### src/rtl/bus_pkg.sv
// Shared types and constants for the bus generator / round-robin arbiter.
package bus_pkg;

  localparam int ID_W = 8;
  localparam logic [ID_W-1:0] BROADCAST_ID = 8'hFF;
  localparam int MAX_PKT_W = 1024;

  typedef enum logic [1:0] {
    IDLE,
    POP,
    PUSH
  } state_t;

  // The destination ID occupies the top ID_W bits of a packet of width pktW.
  function automatic logic [ID_W-1:0] pktDestId(input logic [MAX_PKT_W-1:0] pkt,
                                                input int pktW);
    return pkt[pktW-1 -: ID_W];
  endfunction

endpackage

### src/rtl/bus_rr_arbiter.sv
// Single-bus FSM: round-robin grant, pop the winner's FIFO, then push the
// captured packet to its destination (or every other agent on broadcast).
module bus_rr_arbiter
  import bus_pkg::*;
#(
  parameter int DRVRS = 4,
  parameter int PKT_W = 16,
  parameter logic [ID_W-1:0] BCAST = BROADCAST_ID
) (
  input  logic                        clk,
  input  logic                        rst_n,
  input  logic [DRVRS-1:0]            i_pndng,
  input  logic [DRVRS-1:0][PKT_W-1:0] i_dPop,
  output logic [DRVRS-1:0]            o_pop,
  output logic [DRVRS-1:0]            o_push,
  output logic [PKT_W-1:0]            o_dPush
);

  localparam int RR_W = (DRVRS > 1) ? $clog2(DRVRS) : 1;

  state_t           r_state, w_nextState;
  logic [RR_W-1:0]  r_rr, w_nextRr;
  logic [RR_W-1:0]  r_grant, w_nextGrant;
  logic [RR_W-1:0]  w_idx, w_winner;
  logic             w_found;
  logic [PKT_W-1:0] r_pkt, w_nextPkt;
  logic [PKT_W-1:0] r_dPush, w_nextDPush;
  logic [DRVRS-1:0] r_pop, w_nextPop;
  logic [DRVRS-1:0] r_push, w_nextPush;
  logic [ID_W-1:0]  w_destId;

  assign w_destId = pktDestId(MAX_PKT_W'(r_pkt), PKT_W);

  // Scan from the round-robin pointer and take the first pending agent.
  always_comb begin
    w_found  = 1'b0;
    w_winner = '0;
    w_idx    = '0;
    for (int k = 0; k < DRVRS; k++) begin
      w_idx = RR_W'((int'(r_rr) + k) % DRVRS);
      if (!w_found && i_pndng[w_idx]) begin
        w_found  = 1'b1;
        w_winner = w_idx;
      end
    end
  end

  always_comb begin
    w_nextState = r_state;
    w_nextRr    = r_rr;
    w_nextGrant = r_grant;
    w_nextPkt   = r_pkt;
    w_nextDPush = r_dPush;
    w_nextPop   = '0;
    w_nextPush  = '0;
    case (r_state)
      IDLE: begin
        if (w_found) begin
          w_nextPop[w_winner] = 1'b1;
          w_nextPkt           = i_dPop[w_winner];
          w_nextGrant         = w_winner;
          w_nextRr            = (int'(w_winner) == DRVRS - 1) ? '0 : w_winner + RR_W'(1);
          w_nextState         = POP;
        end
      end
      POP: begin
        w_nextDPush = r_pkt;
        // Invalid IDs fall through with no push: the packet is dropped.
        if (w_destId == BCAST) begin
          w_nextPush          = '1;
          w_nextPush[r_grant] = 1'b0;
        end else if (int'(w_destId) < DRVRS) begin
          w_nextPush[w_destId[RR_W-1:0]] = 1'b1;
        end
        w_nextState = PUSH;
      end
      PUSH:    w_nextState = IDLE;
      default: w_nextState = IDLE;
    endcase
  end

  always_ff @(posedge clk or negedge rst_n) begin
    if (!rst_n) begin
      r_state <= IDLE;
      r_rr    <= '0;
      r_grant <= '0;
      r_pkt   <= '0;
      r_dPush <= '0;
      r_pop   <= '0;
      r_push  <= '0;
    end else begin
      r_state <= w_nextState;
      r_rr    <= w_nextRr;
      r_grant <= w_nextGrant;
      r_pkt   <= w_nextPkt;
      r_dPush <= w_nextDPush;
      r_pop   <= w_nextPop;
      r_push  <= w_nextPush;
    end
  end

  assign o_pop   = r_pop;
  assign o_push  = r_push;
  assign o_dPush = r_dPush;

endmodule

### src/rtl/bus_gnrtr_n_arbiter.sv
// Bus generator: one independent round-robin arbiter per bus, sharing a
// reset that asserts asynchronously and releases in step with clk.
module bus_gnrtr_n_arbiter
  import bus_pkg::*;
#(
  parameter int bits = 1,
  parameter int drvrs = 4,
  parameter int pckg_sz = 16,
  parameter logic [ID_W-1:0] broadcast = BROADCAST_ID
) (
  input  logic                                   clk,
  input  logic                                   reset,
  input  logic [bits-1:0][drvrs-1:0]              pndng,
  input  logic [bits-1:0][drvrs-1:0][pckg_sz-1:0] D_pop,
  output logic [bits-1:0][drvrs-1:0]              pop,
  output logic [bits-1:0][drvrs-1:0]              push,
  output logic [bits-1:0][pckg_sz-1:0]            D_push
);

  logic [1:0] r_rstSync;
  logic       w_rstN;

  // Two-flop synchroniser: clears immediately, releases two edges later.
  always_ff @(posedge clk or negedge reset) begin
    if (!reset) begin
      r_rstSync <= 2'b00;
    end else begin
      r_rstSync <= {r_rstSync[0], 1'b1};
    end
  end

  assign w_rstN = r_rstSync[1];

  for (genvar b = 0; b < bits; b++) begin : g_bus
    bus_rr_arbiter #(
      .DRVRS(drvrs),
      .PKT_W(pckg_sz),
      .BCAST(broadcast)
    ) u_arb (
      .clk    (clk),
      .rst_n  (w_rstN),
      .i_pndng(pndng[b]),
      .i_dPop (D_pop[b]),
      .o_pop  (pop[b]),
      .o_push (push[b]),
      .o_dPush(D_push[b])
    );
  end

endmodule

### config.mk
export PLATFORM = sky130hd
export DESIGN_NAME = bus_gnrtr_n_arbiter
export DESIGN_NICKNAME = d
export VERILOG_FILES = /design/src/rtl/bus_pkg.sv /design/src/rtl/bus_rr_arbiter.sv /design/src/rtl/bus_gnrtr_n_arbiter.sv
export SDC_FILE = /design/constraint.sdc
export NUM_CORES = 1
export LEC_CHECK = 0
export ABC_CLOCK_PERIOD_IN_PS = 3750
export CORE_ASPECT_RATIO = 0.8
export CORE_MARGIN = 5
export CORE_UTILIZATION = 49
export DETAILED_ROUTE_END_ITERATION = 10
export GPL_TIMING_DRIVEN = 1
export PLACE_DENSITY = 0.95
export SKIP_CTS_REPAIR_TIMING = 1
export SYNTH_ARGS = -nofsm -noshare
export SYNTH_HDL_FRONTEND = slang
export SYNTH_SLANG_ARGS = --single-unit
### constraint.sdc
create_clock -name clk -period 3.75 [get_ports clk]
set_input_delay 0.75 -clock clk [delete_from_list [all_inputs] [get_ports clk]]
set_output_delay 0.75 -clock clk [all_outputs]
set_load 0.03 [all_outputs]
# Yosys cells after proc, flatten, opt, wreduce, memory -nomap -nowiden
# Cells that the tools add are included.
dict set report totals {
  reg_bits 48
  in_bits 70
  word_cells 71
}
dict set report op_classes {
  n_addsub 4
  n_lt_le_gt_ge 11
  n_eq_ne 4
  n_mux 32
  bitwise 1
  reduce_logical 11
}
# cell count
set op_table {}
lappend op_table {{$bmux W16 S2} 1}
lappend op_table {{$lt A2 B3 Y1 const B} 7}
lappend op_table {{$mux W4} 5}
lappend op_table {{$mux W16} 1}
lappend op_table {{$mux W2} 6}
lappend op_table {{$mux W1} 11}
lappend op_table {{$bmux W1 S2} 4}
lappend op_table {{$eq A8 B8 Y1 const B} 1}
lappend op_table {{$lt A8 B3 Y1 const B} 1}
lappend op_table {{$demux W1 S2} 3}
lappend op_table {{$ge A2 B1 Y1 const B} 3}
lappend op_table {{$logic_and A1 B1 Y1} 6}
lappend op_table {{$add A2 B1 Y2 const B} 2}
lappend op_table {{$add A2 B2 Y2 const B} 2}
lappend op_table {{$eq A2 B1 Y1 const B} 2}
lappend op_table {{$not A4 Y4} 1}
lappend op_table {{$pmux W2 S2} 1}
lappend op_table {{$logic_not A1 Y1} 3}
lappend op_table {{$logic_not A2 Y1} 1}
lappend op_table {{$ne A2 B1 Y1 const B} 1}
lappend op_table {{$reduce_and A2 Y1} 1}

# Depth between registers and ports, before layout
# Gate-level depths: netlist of the first run.
dict set report depth {
  depth_word 18
  mapped_depth 9
}

# By module
# A second synthesis of the first run with hierarchy kept.
dict set report hier_totals {
  hier_cells 231
  area_unflattened_um2 2526.2
}
# module n_inst cells_each area_each_um2 seq_area_each_um2
set modules_own_cells {}
lappend modules_own_cells {bus_rr_arbiter 1 228 2472.4 1151.1}
lappend modules_own_cells {bus_gnrtr_n_arbiter 1 3 53.8 50.0}

# Worst setup path before layout of the first run
# OpenSTA, ideal clock, no wires.
dict set report synth_timing {
  path_type {input -> register}
  start {input port pndng[3] (netlist bit)}
  end {register g_bus[0].u_arb.r_rr[1]}
  setup_time_ns 0.117
  t_arrival_ns 1.895
  required_time_ns 3.633
  setup_slack_ns 1.738
  stages 8
  path_buffers 2
  cell_sequence {nand2b_1 > o22ai_1 > a211oi_2 > buf_6 > buf_12 > ha_1 > nand2_1 > nand2_1}
}
dict set report synth_between {
  elab_chain_cells 14
}
# item line_no
set synth_lines {}
lappend synth_lines {{from (decl)} bus_gnrtr_n_arbiter.sv:13} ;# input logic [bits-1:0][drvrs-1:0] pndng,
lappend synth_lines {{$bmux W1 S2} bus_rr_arbiter.sv:41} ;# if (!w_found && i_pndng[w_idx]) begin
lappend synth_lines {{$mux W1 (not written as such)} bus_rr_arbiter.sv:41}
lappend synth_lines {{$mux W1} bus_rr_arbiter.sv:41}
lappend synth_lines {{$logic_not A1 Y1} bus_rr_arbiter.sv:41}
lappend synth_lines {{$logic_and A1 B1 Y1} bus_rr_arbiter.sv:41}
lappend synth_lines {{$mux W1} bus_rr_arbiter.sv:41}
lappend synth_lines {{$logic_not A1 Y1} bus_rr_arbiter.sv:41}
lappend synth_lines {{$logic_and A1 B1 Y1} bus_rr_arbiter.sv:41}
lappend synth_lines {{$mux W1} bus_rr_arbiter.sv:41}
lappend synth_lines {{$logic_not A1 Y1} bus_rr_arbiter.sv:41}
lappend synth_lines {{$logic_and A1 B1 Y1} bus_rr_arbiter.sv:41}
lappend synth_lines {{$mux W2} bus_rr_arbiter.sv:41}
lappend synth_lines {{$add A2 B1 Y2 or $eq A2 B1 Y1 (tied branches)} bus_rr_arbiter.sv:62} ;# w_nextRr = (int'(w_winner) == DRVRS - 1) ? '0 : w_winner + RR_W'(1);
lappend synth_lines {{$mux W2} bus_rr_arbiter.sv:62}
lappend synth_lines {{to (signal assigned)} bus_rr_arbiter.sv:93} ;# r_rr <= w_nextRr;
lappend synth_lines {{to (decl)} bus_rr_arbiter.sv:22} ;# logic [RR_W-1:0] r_rr, w_nextRr;
# Parallel ways exist; a longest one is shown, timed or not. The select of a mux whose other input is x is not followed.
# A chain may end at the register's enable or synchronous reset.

# Worst setup path in the final report of the first run
dict set report layout_timing {
  start {input port pndng[3] (netlist bit)}
  end {register g_bus[0].u_arb.r_pkt[10]}
}
dict set report layout_between {
  elab_chain_cells 14
}
# item line_no
set layout_lines {}
lappend layout_lines {{$bmux W1 S2} bus_rr_arbiter.sv:41}
lappend layout_lines {{$mux W1 (not written as such)} bus_rr_arbiter.sv:41}
lappend layout_lines {{$mux W1} bus_rr_arbiter.sv:41}
lappend layout_lines {{$logic_not A1 Y1} bus_rr_arbiter.sv:41}
lappend layout_lines {{$logic_and A1 B1 Y1} bus_rr_arbiter.sv:41}
lappend layout_lines {{$mux W1} bus_rr_arbiter.sv:41}
lappend layout_lines {{$logic_not A1 Y1} bus_rr_arbiter.sv:41}
lappend layout_lines {{$logic_and A1 B1 Y1} bus_rr_arbiter.sv:41}
lappend layout_lines {{$mux W1} bus_rr_arbiter.sv:41}
lappend layout_lines {{$logic_not A1 Y1} bus_rr_arbiter.sv:41}
lappend layout_lines {{$logic_and A1 B1 Y1} bus_rr_arbiter.sv:41}
lappend layout_lines {{$mux W2} bus_rr_arbiter.sv:41}
lappend layout_lines {{$bmux W16 S2} bus_rr_arbiter.sv:60} ;# w_nextPkt = i_dPop[w_winner];
lappend layout_lines {{$mux W16 (not written as such)} bus_rr_arbiter.sv:60}
lappend layout_lines {{to (signal assigned)} bus_rr_arbiter.sv:95} ;# r_pkt <= w_nextPkt;
lappend layout_lines {{to (decl)} bus_rr_arbiter.sv:26} ;# logic [PKT_W-1:0] r_pkt, w_nextPkt;
# Parallel ways exist; a longest one is shown, timed or not. The select of a mux whose other input is x is not followed.

==> out/qor.txt, run 1 <==
outcome: finished clean
fin area: 3780 um2
layout cells sized above 1: 0.169
Tot GR Track Use: 0.198
Clk pin slew, worst setup/hold paths: 0.09 ns
crit path launch type: input port
first-pass GRT wire length: 11100 um
vias per cell: 5.44
vias in the first global route: 2157
Avg Synthesized Cell Area: 12.4 um2
Post-Route Skew: 0.0102 ns
clk sink count: 48
drt wl/cell: 18.2 um
Pwr Total: 2.93 mW
die height: 76.7 um
nets@finish: 378
final period utilization: 0.753
DP HPWL: 5060 um
number of antenna violations at the first check in global routing: 0
H-tree levels: 2
worst slew pin tran: 1.02 ns
Syn Nets: 290
post-synth top area share: 0.441
Root Buffer Master: clkbuf_8
commonest non-fill, non-tap cell in the layout: clkdlybuf4s50_1
crit end category: register
Synth Instances: 219
Detailed Route Iter0 Violations: 105
row count: 24
final setup violating endpoints: 0
CTS tree: yes
HP Class: register to register
FMAX: 354 MHz
cts bufs inserted: 5
Die ar.: 7150 um2
Core Region: 5440 um2
vias post-DR: 2096
pwr/cell area: 775 nW/um2
sequential share of the synthesized area: 0.441
peak supply drop: 0.000558 V
most frequent cells in the layout: 93 x clkdlybuf4s50_1, 47 x dfrtp_1, 23 x nor2_1, 17 x mux2i_1
Residual DRC: 0
I/O Pins: 94
CP Max Fanout: 20
slowest cell delay on critical path: 0.56 ns
Die W: 93.3 um
worst path bufs/invs: 2
Ys Warns: 0
placed instance area: 3650 um2
CP top delay family: buffers and inverters
Routed Antenna Nets: 0
DR pass1 iterations: 4
Post-Syn Area: 2720 um2
synth unique cells: 33
routability-driven placement congestion ratio: 0.762
Critical Path RT: 3.91 ns
Synth area leaders: dfrtp_1 44%, a2111oi_4 13%, mux2_2 6.6%, mux2i_1 6.3%, a211oi_2 3.7%
aggregate global routing overflow: 0
worst-skew pair later-pin latency: 0.31 ns
final hold vios: 0
post-synth top area cell: dfrtp_1
RSZ-0062 raised after global routing: false
largest net degree at the start of global routing: 47
Slew Limit Fails: 0
flops & latches, synth: 48
number of diodes: 0
post-layout min period: 2.82 ns
clock tree buffer depth: 2
Pleak: 1.49 nW
Area growth, synth to finish: 38.9%
Cell Chain, Critical Path: clkdlybuf4s50_1 -> mux2i_1 -> a2bb2oi_4 -> nand2_4 -> buf_4 -> a2111oi_4 -> a211oi_2
Starting Density: 0.501
max-cap violations: 0
Critical-path top delay cell: clkdlybuf4s50_1
WP data arrival: 2.98 ns
Slew HR: 0.319
PortBufs: 93
final WL: 7010 um
critical path class: input port to register
setup TNS: 0 ns
[worst reg2reg max path, stage by stage, from the launching register on]
cell and delay, ns:
dfrtp_1 0.47, mux2i_1 0.19, a2bb2oi_4 0.40, nand2_4 0.26, buf_4 0.35, a2111oi_4 0.44, a211oi_2 0.08
[Yosys cell counts (all sizes together)]
| cell | count |
|---|---|
| inv | 5 |
| buf | 12 |
| a21o | 2 |
| a21oi | 5 |
| and3 | 16 |
| a2bb2oi | 1 |
| o22ai | 1 |
| or3 | 2 |
| o21a | 1 |
| and2 | 2 |
| dfrtp | 48 |
| clkbuf | 4 |
| a211oi | 17 |
| ha | 1 |
| nor2b | 2 |
| nand4 | 1 |
| a2111oi | 16 |
| nand2b | 4 |
| conb | 1 |
| nor2 | 23 |
| nor4 | 2 |
| nor3 | 2 |
| mux2 | 16 |
| nand2 | 14 |
| mux2i | 17 |
| o21ai | 4 |
[state kept, by name, indices dropped and copies added (netlist names)]
| signal | cells |
|---|---|
| g_bus.u_arb.o_dPush | 16 |
| g_bus.u_arb.r_pkt | 16 |
| g_bus.u_arb.o_pop | 4 |
| g_bus.u_arb.o_push | 4 |
| g_bus.u_arb.r_grant | 2 |
| g_bus.u_arb.r_rr | 2 |
| g_bus.u_arb.r_state | 2 |
| r_rstSync | 2 |
[final timing paths]
| kind | slack, ns | end | depth (start not counted) | startpoint |
|---|---|---|---|---|
| max | 0.93 | g_bus[0].u_arb.r_pkt[10] | 7 | pndng[3] |
| min | 0.36 | r_rstSync[1] | 0 | r_rstSync[0] |
| max reg2reg | 1.41 | g_bus[0].u_arb.r_pkt[10] | 6 | g_bus[0].u_arb.r_rr[1] |
| min reg2reg | 0.36 | r_rstSync[1] | 0 | r_rstSync[0] |
| max in group asynchronous | 2.67 | g_bus[0].u_arb.o_pop[0] | 0 | r_rstSync[1] |
| min in group asynchronous | 0.45 | g_bus[0].u_arb.o_dPush[14] | 0 | r_rstSync[1] |
[through the flow]
stage,std cells,worst slack [ns],hold WS (ns),util
finish,385,0.927,0.356,0.695
global route,385,0.817,0.362,0.695
CTS,385,0.954,0.356,0.695
detailed placement,378,0.635,0.337,0.672
global placement,378,0.711,0.336,0.672
floorplan,219,1.74,0.331,-
[report_power, final]
group	switching [mW]	leakage (nW)	internal (mW)
clock network	0.181	0.0642	0.263
registers	0.177	0.561	0.746
logic	0.869	0.860	0.694
total	1.23	1.49	1.70
[final cells by class]
| cell class | instances | area, um2 |
|---|---|---|
| fillers | 377 | 1660 |
| multi-input cells | 150 | 1370 |
| flip-flops and latches | 48 | 1200 |
| clock inverters | 2 | 60.1 |
| inverters | 5 | 18.8 |
| well taps | 78 | 97.6 |
| repair buffers | 97 | 961 |
| clock buffers | 5 | 68.8 |
[layer usage]
metal | share of wire | track usage
met1 | 0.41 | 0.248
met2 | 0.52 | 0.340
met4 | 0.015 | 0.0556
met3 | 0.052 | 0.0450
met5 | 0 | 0
[logic make-up (layout without fill, tap and decap cells)]
family,Yosys count,count (layout),synth area share
and+or+nand+nor,68,68,0.124
DFF,48,48,0.441
AOI/OAI and AO/OA,47,47,0.242
muxes,33,33,0.129
buffers and inverters,21,109,0.0575
adders and majority gates,1,1,0.00460
other,1,1,0.00138
Power figures use the tool's default switching activity.
==> run 2, diff against run 1 <==
Settings changed: ABC_CLOCK_PERIOD_IN_PS 3750 to 2700, CORE_UTILIZATION 49 to 46, PLACE_DENSITY 0.95 to 0.92.
Clock period 3.75 ns to 2.7 ns, I/O delays scaled along.
==> out/qor.txt, run 2 (synthesis gave the netlist of run 1 again) <==
outcome: finished clean
clk sink count: 48 (unchanged)
Post-Route Skew: 0.00671 ns (-0.00344 ns)
grt peak-use layer: met2
WP data arrival: 2.43 ns (-0.55 ns)
largest net degree at the start of global routing: 47 (unchanged)
clock tree buffer depth: 2 (unchanged)
Root Buffer Master: clkbuf_8
vias post-DR: 2132 (+1.7%)
met3 usage: 0.0502 (+0.00518)
met2 GRT Util: 0.339 (-0.000681)
crit end category: register
max-cap violations: 0 (unchanged)
number of diodes: 0 (unchanged)
vias in the first global route: 2341 (+8.5%)
WHS: 0.360 ns (+0.00411 ns)
Pwr Total: 4.17 mW (+42%)
most frequent cells in the layout: 93 x clkdlybuf4s50_1, 47 x dfrtp_1, 23 x nor2_1, 17 x mux2i_1
DR pass1 iterations: 4 (unchanged)
slowest cell delay on critical path: 0.57 ns (about the same)
setup TNS: 0 ns (unchanged)
Routed Antenna Nets: 0 (unchanged)
CTS tree: yes
Cell Chain, Critical Path: clkdlybuf4s50_1 -> mux2i_1 -> a2bb2oi_4 -> nand2_4 -> buf_4 -> a2111oi_0 -> a211oi_1
Detailed Route Iter0 Violations: 76 (-28%)
number of antenna violations at the first check in global routing: 0 (unchanged)
cts bufs inserted: 5 (unchanged)
Critical Path RT: 2.87 ns (-1.04 ns)
Die W: 96.0 um (+2.9%)
aggregate global routing overflow: 0 (unchanged)
Critical-path top delay cell: clkdlybuf4s50_1
crit path launch type: input port
RSZ-0062 raised after global routing: false
first-pass GRT wire length: 11600 um (+4.4%)
I/O Pins: 94 (unchanged)
final hold vios: 0 (unchanged)
final period utilization: 0.837
row count: 25 (+4.2%)
Die ar.: 7560 um2 (+5.7%)
DP HPWL: 5480 um (+8.4%)
die height: 78.8 um (+2.8%)
HP Class: register to register
routability-driven placement congestion ratio: 0.797 (+4.7%)
worst path bufs/invs: 2 (unchanged)
CP Max Fanout: 8 (-60%)
FMAX: 442 MHz
Starting Density: 0.468 (-0.0329)
nets@finish: 387 (+2.4%)
layout cells sized above 1: 0.199 (+0.0294)
Residual DRC: 0 (unchanged)
post-layout min period: 2.26 ns
post-layout util: 0.667 (-0.0281)
Slew HR: 0.319 (about the same)
worst-skew pair later-pin latency: 0.31 ns (about the same)
PortBufs: 93 (unchanged)
vias per cell: 5.36 (-1.6%)
Slew Limit Fails: 0 (unchanged)
final setup violating endpoints: 0 (unchanged)
Pleak: 1.54 nW (+3.6%)
worst slew pin tran: 1.02 ns (+0.000336 ns)
Tot GR Track Use: 0.200 (+0.00259)
commonest non-fill, non-tap cell in the layout: clkdlybuf4s50_1
critical path class: input port to register
Area growth, synth to finish: 42.7%
CP top delay family: compound AO/OA/AOI/OAI gates
H-tree levels: 2 (unchanged)
pwr/cell area: 1070 nW/um2 (+39%)
GR Util met1: 0.253 (+0.00567)
drt wl/cell: 18.3 um (+0.22%)
Clk pin slew, worst setup/hold paths: 0.09 ns (about the same)
peak supply drop: 0.000626 V (+12%)
final WL: 7270 um (+3.6%)
Core Region: 5820 um2 (+7.0%)
## run 2: metrics by stage
stage	cell area, um2	instances	worst slack, ns
3_3_place_gp	3760	390	0.318
4_1_cts	3880	398	0.452
3_5_place_dp	3760	390	0.129
6_report	3880	398	0.440
5_1_grt	3880	398	0.391
2_1_floorplan	2720	219	0.898
## run 2: area by class of cell
cell class,instances,area [um2]
multi-input combinational,150,1370
tap,81,101
clock inverter,2,38.8
fill,453,1940
timing repair buffer,106,1070
sequential,48,1200
clock buffer,6,82.6
inverter,5,18.8
## run 2: worst register-to-register path: cells and delay by family, from the launching register on
kind	cells	cell delay, ns
AO/OA/AOI/OAI	3	0.85
flip-flops	1	0.50
buffers and inverters	1	0.22
AND/OR/NAND/NOR	2	0.32
## run 2: layer usage
metal,wire length (um),share of wire
met5,0,0
met3,412,0.057
met4,95,0.013
met1,3030,0.42
met2,3730,0.51
## run 2: final timing paths
path                                            end  slack, ns  cells past startpoint              startpoint
min in group asynchronous              r_rstSync[1]       0.38                      1                   reset
setup reg to reg            g_bus[0].u_arb.r_pkt[2]       0.69                      6  g_bus[0].u_arb.r_rr[1]
hold / removal                         r_rstSync[1]       0.36                      0            r_rstSync[0]
setup / recovery            g_bus[0].u_arb.r_pkt[2]       0.44                      7                pndng[3]
hold reg to reg                        r_rstSync[1]       0.36                      0            r_rstSync[0]
max in group asynchronous  g_bus[0].u_arb.r_pkt[15]       1.64                      0            r_rstSync[1]
## run 2: power by group
part | internal (mW) | total (mW) | switching, mW
registers | 1.04 | 1.28 | 0.245
clock network | 0.303 | 0.555 | 0.252
logic | 1.08 | 2.34 | 1.25
==> run 3, diff against run 2 <==
Settings changed: ABC_CLOCK_PERIOD_IN_PS 2700 to 2200.
Clock period 2.7 ns to 2.2 ns, I/O delays scaled along.
==> out/qor.txt, run 3 (synthesis gave the netlist of run 1 again) <==
dpl ws: -0.231 ns (-0.361 ns)
Final Instance Count excl. Fillers: 406 (+2.0%)
RSZ-0062 raised after global routing: false
die height: 78.8 um (unchanged)
vias per cell: 5.31 (-0.96%)
first-pass GRT wire length: 11900 um (+3.0%)
critical path class: input port to register
clock tree buffer depth: 2 (unchanged)
crit end category: register
Die W: 96.0 um (unchanged)
DP Cell Count: 398 (+2.1%)
crit path launch type: input port
slowest cell delay on critical path: 0.48 ns (-0.09 ns)
final WL: 7410 um (+2.0%)
Core Region: 5820 um2 (unchanged)
cts bufs inserted: 5 (unchanged)
layout cells sized above 1: 0.222 (+0.0228)
DR pass1 iterations: 4 (unchanged)
Detailed Route Iter0 Violations: 87 (+14%)
worst slew pin tran: 0.494 ns (-0.528 ns)
final setup violating endpoints: 0 (unchanged)
final period utilization: 0.952
HP Class: register to async pin
vias in the first global route: 2367 (+1.1%)
number of antenna violations at the first check in global routing: 0 (unchanged)
Critical-path top delay cell: a2111oi_0
DP HPWL: 5650 um (+3.1%)
I/O Pins: 94 (unchanged)
most frequent cells in the layout: 93 x clkdlybuf4s50_1, 47 x dfrtp_1, 23 x nor2_1, 17 x mux2i_1, 17 x buf_4
setup TNS: 0 ns (unchanged)
drt wl/cell: 18.2 um (about the same)
Post-Route Skew: 0.00495 ns (-0.00176 ns)
Area growth, synth to finish: 45.7%
Root Buffer Master: clkbuf_8
nets@finish: 395 (+2.1%)
Pwr Total: 5.21 mW (+25%)
Die ar.: 7560 um2 (unchanged)
CTS tree: yes
Clk pin slew, worst setup/hold paths: 0.09 ns (about the same)
Starting Density: 0.468 (unchanged)
final hold vios: 0 (unchanged)
commonest non-fill, non-tap cell in the layout: clkdlybuf4s50_1
WP data arrival: 2.28 ns (-0.15 ns)
clk sink count: 48 (unchanged)
WHS: 0.244 ns (-0.116 ns)
Cell Chain, Critical Path: clkdlybuf4s50_1 -> nand2b_1 -> o22ai_1 -> a211oi_4 -> buf_4 -> a2111oi_0 -> a211oi_1
fin area: 3970 um2 (+2.2%)
Pleak: 1.59 nW (+3.1%)
fill count: 428 (-5.5%)
post-layout util: 0.682 (+0.0144)
Residual DRC: 0 (unchanged)
Routed Antenna Nets: 0 (unchanged)
Critical Path RT: 2.38 ns (-0.49 ns)
Tot GR Track Use: 0.208 (+0.00753)
post-layout min period: 2.09 ns
Slew Limit Fails: 0 (unchanged)
row count: 25 (unchanged)
aggregate global routing overflow: 0 (unchanged)
setup ws final: 0.106 ns (-0.334 ns)
max-cap violations: 0 (unchanged)
placed instance area: 3830 um2 (+1.9%)
PortBufs: 93 (unchanged)
worst-skew pair later-pin latency: 0.31 ns (about the same)
Slew HR: 0.662 (+0.343)
outcome: finished clean
routability-driven placement congestion ratio: 0.844 (+5.8%)
FMAX: 477 MHz
number of diodes: 0 (unchanged)
vias post-DR: 2154 (+1.0%)
CP Max Fanout: 9 (+1)
largest net degree at the start of global routing: 47 (unchanged)
peak supply drop: 0.000850 V (+36%)
H-tree levels: 2 (unchanged)
pwr/cell area: 1310 nW/um2 (+22%)
-- run 3: changes by cell type in the layout (fill, tap and decap cells not counted), sizes merged --
| cell | delta |
|---|---|
| clkinv | -1 |
| clkbuf | +1 |
| buf | +8 |
-- run 3: worst paths after layout --
check,end,from,slack [ns],cells past startpoint
max reg2reg,g_bus[0].u_arb.r_pkt[2],g_bus[0].u_arb.r_rr[1],0.23,6
max,g_bus[0].u_arb.r_pkt[2],pndng[3],0.11,7
min reg2reg,g_bus[0].u_arb.o_pop[1],r_rstSync[1],0.24,1
max in group asynchronous,g_bus[0].u_arb.r_pkt[6],r_rstSync[1],1.74,1
min,g_bus[0].u_arb.o_pop[1],r_rstSync[1],0.24,1
min in group clk,r_rstSync[1],r_rstSync[0],0.37,0
-- run 3: layer usage --
metal / up-vias / GRT usage / part of all wire
li1: 1007 / - / -
met3: 12 / 0.0398 / 0.051
met2: 69 / 0.349 / 0.51
met1: 1066 / 0.262 / 0.42
met5: - / 0 / 0
met4: 0 / 0.0810 / 0.019
-- run 3: area by class of cell --
class | count | area [um2] | share of cell area
tap | 81 | 101 | 0.0256
clock buffer | 7 | 96.3 | 0.0243
clock inverter | 1 | 30.0 | 0.00757
timing repair buffer | 114 | 1140 | 0.287
multi-input combinational | 150 | 1380 | 0.348
inverter | 5 | 18.8 | 0.00473
sequential | 48 | 1200 | 0.303
-- run 3: critical path, delay by kind of cell --
family	cells	cell delay, ns
and+or+nand+nor	1	0.21
buffers and inverters	2	0.68
AOI/OAI and AO/OA	4	0.95
-- run 3: report_power, final --
part	total [mW]	internal (mW)	leakage [nW]	switching, mW
Sequential	1.56	1.27	0.561	0.290
Clock	0.706	0.401	0.0645	0.305
Combinational	2.94	1.38	0.961	1.56
